<file path="src/rtl/controle_de_busca_if.sv">
// Fetch-side bus of controle_de_busca: instruction-memory read port, decode
// handshake, redirect request and the sticky fault flag.
interface controle_de_busca_if;
  logic        habilita;
  logic [31:0] endereco_imem;
  logic [31:0] instrucao_imem;
  logic [31:0] instr_out;
  logic [31:0] pc_out;
  logic        instr_valid;
  logic        instr_ready;
  logic        desvio;
  logic [31:0] alvo_desvio;
  logic        erro;

  // The fetch unit itself
  modport slave (
    input  habilita, instrucao_imem, instr_ready, desvio, alvo_desvio,
    output endereco_imem, instr_out, pc_out, instr_valid, erro
  );

  // The surrounding core: memory, decode and branch resolution
  modport master (
    output habilita, instrucao_imem, instr_ready, desvio, alvo_desvio,
    input  endereco_imem, instr_out, pc_out, instr_valid, erro
  );
endinterface

</file>
<file path="src/rtl/controle_de_busca.sv">
// Instruction-fetch sequencer: owns the PC, reads a combinational instruction
// memory and feeds decode through a small registered queue with redirect support.
module controle_de_busca #(
  parameter logic [31:0] RESET_PC   = 32'h0,
  parameter int          IMEM_WORDS = 256,
  parameter int          QDEPTH     = 2
) (
  input logic clk,
  input logic reset,
  controle_de_busca_if.slave bus
);

  localparam int          CW      = $clog2(QDEPTH + 1);
  localparam int          IW      = $clog2(QDEPTH);
  localparam logic [31:0] LAST_PC = 32'(IMEM_WORDS * 4 - 4);

  typedef enum logic [1:0] {IDLE, BUSCA, FALHA} estado_t;

  estado_t      estado;
  logic [31:0]  pc;
  logic [CW-1:0] count;
  logic [31:0]  q_instr [QDEPTH];
  logic [31:0]  q_pc    [QDEPTH];
  logic         erro_r;

  logic          pop;
  logic          push;
  logic          alvo_invalido;
  logic          ultimo;
  logic [IW-1:0] wr_idx;

  // Entry 0 is always the head, so the outputs come straight from registers.
  assign bus.endereco_imem = pc;
  assign bus.instr_out     = q_instr[0];
  assign bus.pc_out        = q_pc[0];
  assign bus.instr_valid   = (count != '0);
  assign bus.erro          = erro_r;

  // A full queue still accepts a push when the head leaves in the same cycle.
  always_comb begin
    pop           = (count != '0) && bus.instr_ready;
    push          = (estado == BUSCA) && bus.habilita && ((count < CW'(QDEPTH)) || pop);
    alvo_invalido = (bus.alvo_desvio[1:0] != 2'b00) || (bus.alvo_desvio > LAST_PC);
    ultimo        = (pc == LAST_PC);
    wr_idx        = pop ? IW'(count - 1'b1) : IW'(count);
  end

  always_ff @(posedge clk) begin
    if (reset) begin
      estado <= IDLE;
      pc     <= RESET_PC;
      count  <= '0;
      erro_r <= 1'b0;
      for (int i = 0; i < QDEPTH; i++) begin
        q_instr[i] <= 32'h0;
        q_pc[i]    <= 32'h0;
      end
    end else begin
      case (estado)
        FALHA: begin
          // Already-fetched words keep draining; nothing new enters.
          if (pop) begin
            for (int i = 0; i < QDEPTH - 1; i++) begin
              q_instr[i] <= q_instr[i+1];
              q_pc[i]    <= q_pc[i+1];
            end
            count <= count - 1'b1;
          end
        end
        default: begin
          if (bus.desvio) begin
            count <= '0;
            if (alvo_invalido) begin
              estado <= FALHA;
              erro_r <= 1'b1;
            end else begin
              pc <= bus.alvo_desvio;
              if ((estado == BUSCA) && !bus.habilita)
                estado <= IDLE;
            end
          end else begin
            if (pop) begin
              for (int i = 0; i < QDEPTH - 1; i++) begin
                q_instr[i] <= q_instr[i+1];
                q_pc[i]    <= q_pc[i+1];
              end
            end
            if (push) begin
              q_instr[wr_idx] <= bus.instrucao_imem;
              q_pc[wr_idx]    <= pc;
            end
            if (push && !pop)
              count <= count + 1'b1;
            else if (pop && !push)
              count <= count - 1'b1;

            // Fetching the last word parks the PC there instead of stepping past memory.
            if (push && ultimo) begin
              estado <= FALHA;
              erro_r <= 1'b1;
            end else begin
              if (push)
                pc <= pc + 32'd4;
              estado <= bus.habilita ? BUSCA : IDLE;
            end
          end
        end
      endcase
    end
  end

endmodule

</file>
<file path="src/flat_wrapper.sv">
// flat-port wrapper written by rule: the top's interface ports become plain ports
module controle_de_busca_flat 
#(
  parameter logic [31:0] RESET_PC   = 32'h0,
  parameter int          IMEM_WORDS = 256,
  parameter int          QDEPTH     = 2
)
  (clk, reset, bus_habilita, bus_instrucao_imem, bus_instr_ready, bus_desvio, bus_alvo_desvio, bus_endereco_imem, bus_instr_out, bus_pc_out, bus_instr_valid, bus_erro);
  controle_de_busca_if bus_i ();
  input logic clk;
  input logic reset;
  input wire logic [$bits(bus_i.habilita)-1:0] bus_habilita;
  input wire logic [$bits(bus_i.instrucao_imem)-1:0] bus_instrucao_imem;
  input wire logic [$bits(bus_i.instr_ready)-1:0] bus_instr_ready;
  input wire logic [$bits(bus_i.desvio)-1:0] bus_desvio;
  input wire logic [$bits(bus_i.alvo_desvio)-1:0] bus_alvo_desvio;
  output wire logic [$bits(bus_i.endereco_imem)-1:0] bus_endereco_imem;
  output wire logic [$bits(bus_i.instr_out)-1:0] bus_instr_out;
  output wire logic [$bits(bus_i.pc_out)-1:0] bus_pc_out;
  output wire logic [$bits(bus_i.instr_valid)-1:0] bus_instr_valid;
  output wire logic [$bits(bus_i.erro)-1:0] bus_erro;
  assign bus_i.habilita = bus_habilita;
  assign bus_i.instrucao_imem = bus_instrucao_imem;
  assign bus_i.instr_ready = bus_instr_ready;
  assign bus_i.desvio = bus_desvio;
  assign bus_i.alvo_desvio = bus_alvo_desvio;
  assign bus_endereco_imem = bus_i.endereco_imem;
  assign bus_instr_out = bus_i.instr_out;
  assign bus_pc_out = bus_i.pc_out;
  assign bus_instr_valid = bus_i.instr_valid;
  assign bus_erro = bus_i.erro;
  controle_de_busca #(.RESET_PC(RESET_PC), .IMEM_WORDS(IMEM_WORDS), .QDEPTH(QDEPTH)) u_core (.clk(clk), .reset(reset), .bus(bus_i));
endmodule
</file>
<file path="config.mk">
export PLATFORM = sky130hd
export DESIGN_NAME = controle_de_busca_flat
export DESIGN_NICKNAME = d
export VERILOG_FILES = /design/src/rtl/controle_de_busca_if.sv /design/src/rtl/controle_de_busca.sv /design/src/flat_wrapper.sv
export SDC_FILE = /design/constraint.sdc
export NUM_CORES = 1
export LEC_CHECK = 0
export CAP_MARGIN = 30
export CORE_ASPECT_RATIO = 0.9
export CORE_MARGIN = 4
export CORE_UTILIZATION = 55
export DETAILED_ROUTE_END_ITERATION = 6
export GPL_ROUTABILITY_DRIVEN = 1
export PLACE_DENSITY_LB_ADDON = 0.15
export SYNTH_ARGS = -nofsm -noshare
export SYNTH_HDL_FRONTEND = slang
export SYNTH_SLANG_ARGS = --single-unit
</file>
<file path="constraint.sdc">
create_clock -name clk -period 16 [get_ports clk]
set_input_delay 1.6 -clock clk [delete_from_list [all_inputs] [get_ports clk]]
set_output_delay 1.6 -clock clk [all_outputs]
set_load 0.02 [all_outputs]
</file>
==> flow_metrics.env <==
export IMPL_holdBufCountCts=0
export IMPL_grt_first_pass_wirelength_microns=31590
export IMPL_fmax_mhz=177.5
export IMPL_die_area_sq_mm=0.01568
export IMPL_reg2reg_to="u_core.q_pc[0][10]"
export IMPL_required_ns=16.11
export IMPL_cts_max_path_buffers=2
export IMPL_layout_commonest_cell="clkdlybuf4s50_1"
export IMPL_worst_slew_pin_slew_ns=0.9222
export IMPL_path_clk_slew_ns=0.06
export IMPL_num_rows=40
export IMPL_final_util=0.7357
export IMPL_grtUsageTotal=0.2537
export IMPL_ys_warn_count=0
export IMPL_dp_hpwl_microns=12930
export IMPL_slew_headroom=0.3814
export IMPL_synth_flop_cell="edfxtp_1"
export IMPL_route_vias_total=6371
export IMPL_drt_iter0_markers=745
export IMPL_post_cts_setup_buffer_count=0
export IMPL_worstReg2RegStart="u_core.count[0]"
export IMPL_setup_violations=0
export IMPL_nets=949
export IMPL_syn_avg_cell_area_sq_um=10.28
export IMPL_clock_root_buffer="clkbuf_16"
export IMPL_r2r_cells=9
export IMPL_finClkSkew_ns=0.006201
export IMPL_finalCritPeriodShare=0.3521
export IMPL_p_int_mw=0.7278
export IMPL_fin_ws_ns=10.37
export IMPL_coreArea_sq_mm=0.01341
export IMPL_syn_num_nets=807
export IMPL_cts_sinks=165
export IMPL_dp_slack_ns=10.01
export IMPL_fillers=959
export IMPL_fin_crit_ns=5.634
export IMPL_status="completed"
export IMPL_synth_area_sq_mm=0.007553
export IMPL_grt_pass1_vias=6015
export IMPL_die_y_microns=119.2
export IMPL_clockPowerShare=0.405
export IMPL_htree_levels=4
export IMPL_clk_latency_ns=0.42
export IMPL_post_cts_resized=0
export IMPL_drv_cap=0
export IMPL_io_buffer_count=166
export IMPL_path_class="input port to flop"
export IMPL_crit_slowest_cell="clkinv_1"
export IMPL_drive_above_1_share=0.06067
export IMPL_vias_per_cell=6.022
export IMPL_yosysSeqAreaShare=0.6069
export IMPL_cp_max_fo=48
export IMPL_p_leak_nw=3.663
export IMPL_powerDensity_mw_per_mm2=95.60
export IMPL_ios=167
export IMPL_path_cells="clkdlybuf4s50_1 -> buf_4 -> clkinv_1 -> and2_1 -> and3_2 -> buf_16 -> or3_2 -> buf_4"
export IMPL_pwr_share_seq=0.511
export IMPL_cts_inserted_buffers=17
export IMPL_async_reset_ff_frac=0
export IMPL_whs_ns=0.4558
export IMPL_place_congestion=0.8582
export IMPL_synthCells=735
export IMPL_drt_drc_violations_left=0
export IMPL_crit_arrival_ns=5.74
export IMPL_power_switching_mw=0.2156
export IMPL_die_x_microns=131.5
export IMPL_synth_edf_count=128
export IMPL_max_stage_delay_ns=0.88
export IMPL_diodes=0
export IMPL_worst_setup_path_end_kind="flop"
export IMPL_hold_path_class="flop to flop"
export IMPL_ant_nets=0
export IMPL_fin_total_pwr_mw=0.9434
export IMPL_r2r_setup_slack_ns=12.14
export IMPL_drv_slew=0
export IMPL_globalRouteOverflowTotal=0
export IMPL_synth_distinct_cells=52
export IMPL_finalHoldViolCount=0
export IMPL_grt_max_degree=65
export IMPL_ir_worst_vdd_mv=0.07974
export IMPL_setup_worst_path_start="bus_desvio"
export IMPL_start_util=0.5632
export IMPL_cp_start_kind="input port"
export IMPL_drt_pass1_iterations=5
export IMPL_syn2layout_area_growth_pct=30.64
export IMPL_grt_antenna_before_repair=0
export IMPL_pwr_share_comb=0.084
export IMPL_p_sw_frac=0.2285
export IMPL_rsz0062_at_grt="false"
export IMPL_routed_wl_microns=20090
export IMPL_cts_tree="done"
export IMPL_post_drt_wl_per_cell_microns=18.99
export IMPL_fin_setup_tns_ns=0
export IMPL_final_cell_mix="clkdlybuf4s50_1, nand2_1, edfxtp_1"
export IMPL_endpoint="u_core.q_pc[0][8]"
export IMPL_cp_common_cell="buf_4"
export IMPL_synth_seq_cells=165
-- kinds of logic (layout without fill, tap and decap cells) --
group / after synthesis / count (layout) / synth area share
AO/OA/AOI/OAI: 121 / 121 / 0.1035
XOR/XNOR: 2 / 2 / 0.002319
adder cells (fa/ha/maj): 3 / 3 / 0.004970
buffers and inverters: 66 / 221 / 0.03578
flip-flops: 165 / 165 / 0.6069
multiplexers: 1 / 1 / 0.001325
AND/OR/NAND/NOR: 377 / 377 / 0.2452
-- flip-flops by register name, indices dropped and copies added, names as in the netlist --
name / cells
u_core.q_instr: 64
u_core.q_pc: 64
u_core.bus.endereco_imem: 32
u_core.count: 2
u_core.estado: 2
u_core.bus.erro: 1
-- final cells by class --
cell class / count / area [sq um] / share of cell area
multi-input combinational: 504 / 2725 / 0.2762
sequential: 165 / 4584 / 0.4646
inverter: 13 / 48.80 / 0.004945
timing repair buffer: 176 / 1757 / 0.1780
clock inverter: 11 / 102.6 / 0.01040
tap: 168 / 210.2 / 0.02130
clock buffer: 21 / 440.4 / 0.04463
-- routing by layer --
metal  GRT usage  up-vias  wire length [microns]
met4     0.09383        0                    498
met5           0        -                      0
li1            -     2961                      -
met3     0.07390       42                   1899
met1      0.3334     3010                   8314
met2      0.4030      358                   9377
-- worst max-delay path: cells and delay by family --
family / cells / cell delay [ns]
buffers and inverters: 5 / 2.46
and+or+nand+nor: 3 / 1.62
-- worst min path at each step --
stage	end	cells past startpoint	start	slack [ns]
6_report	u_core.bus.erro	2	u_core.bus.erro	0.46
4_1_cts	u_core.bus.erro	2	u_core.bus.erro	0.46
3_3_place_gp	u_core.bus.erro	2	u_core.bus.erro	0.45
5_1_grt	u_core.count[0]	1	u_core.count[0]	0.49
3_5_place_dp	u_core.bus.erro	2	u_core.bus.erro	0.44
2_1_floorplan	u_core.count[0]	1	u_core.count[0]	0.44
-- power groups by stage --
| stage | logic, mW | clock network, mW | registers, mW |
|---|---|---|---|
| 6_report | 0.0795 | 0.382 | 0.482 |
| 5_1_grt | 0.0844 | 0.403 | 0.483 |
| 4_1_cts | 0.0793 | 0.386 | 0.482 |
| 3_5_place_dp | 0.0787 | 0 | 0.491 |
| 3_3_place_gp | 0.0775 | 0 | 0.490 |
| 2_1_floorplan | 0.0224 | 0 | 0.503 |
-- cell usage after synthesis (3+ instances only) --
library cell / instances / share of area
nand2_1: 145 / 0.072
edfxtp_1: 128 / 0.51
nand3_1: 82 / 0.054
and2_1: 64 / 0.053
a21oi_1: 40 / 0.027
dfxtp_1: 37 / 0.098
clkbuf_1: 36 / 0.018
o21ai_0: 25 / 0.017
nor2_1: 20 / 0.0099
nor4_1: 17 / 0.014
inv_1: 12 / 0.0060
nor3_1: 12 / 0.0080
a211oi_1: 10 / 0.0099
buf_2: 9 / 0.0060
nand4_1: 9 / 0.0075
and3_1: 8 / 0.0066
buf_1: 6 / 0.0030
a22oi_1: 5 / 0.0050
a31o_2: 5 / 0.0058
a31oi_1: 4 / 0.0033
o31ai_1: 4 / 0.0040
or3_1: 4 / 0.0033
a21o_1: 3 / 0.0030
a221oi_1: 3 / 0.0035
ha_1: 3 / 0.0050
nor2b_1: 3 / 0.0025
o211ai_1: 3 / 0.0030
o41ai_1: 3 / 0.0035
or4_1: 3 / 0.0030
-- per-stage QoR --
stage          cells  instance area (sq um)
2_1_floorplan    735                   7553
3_3_place_gp    1024                   9290
3_5_place_dp    1025                   9318
4_1_cts         1057                   9861
5_1_grt         1058                   9868
6_report        1058                   9868
(Power assumes the default switching activity.)
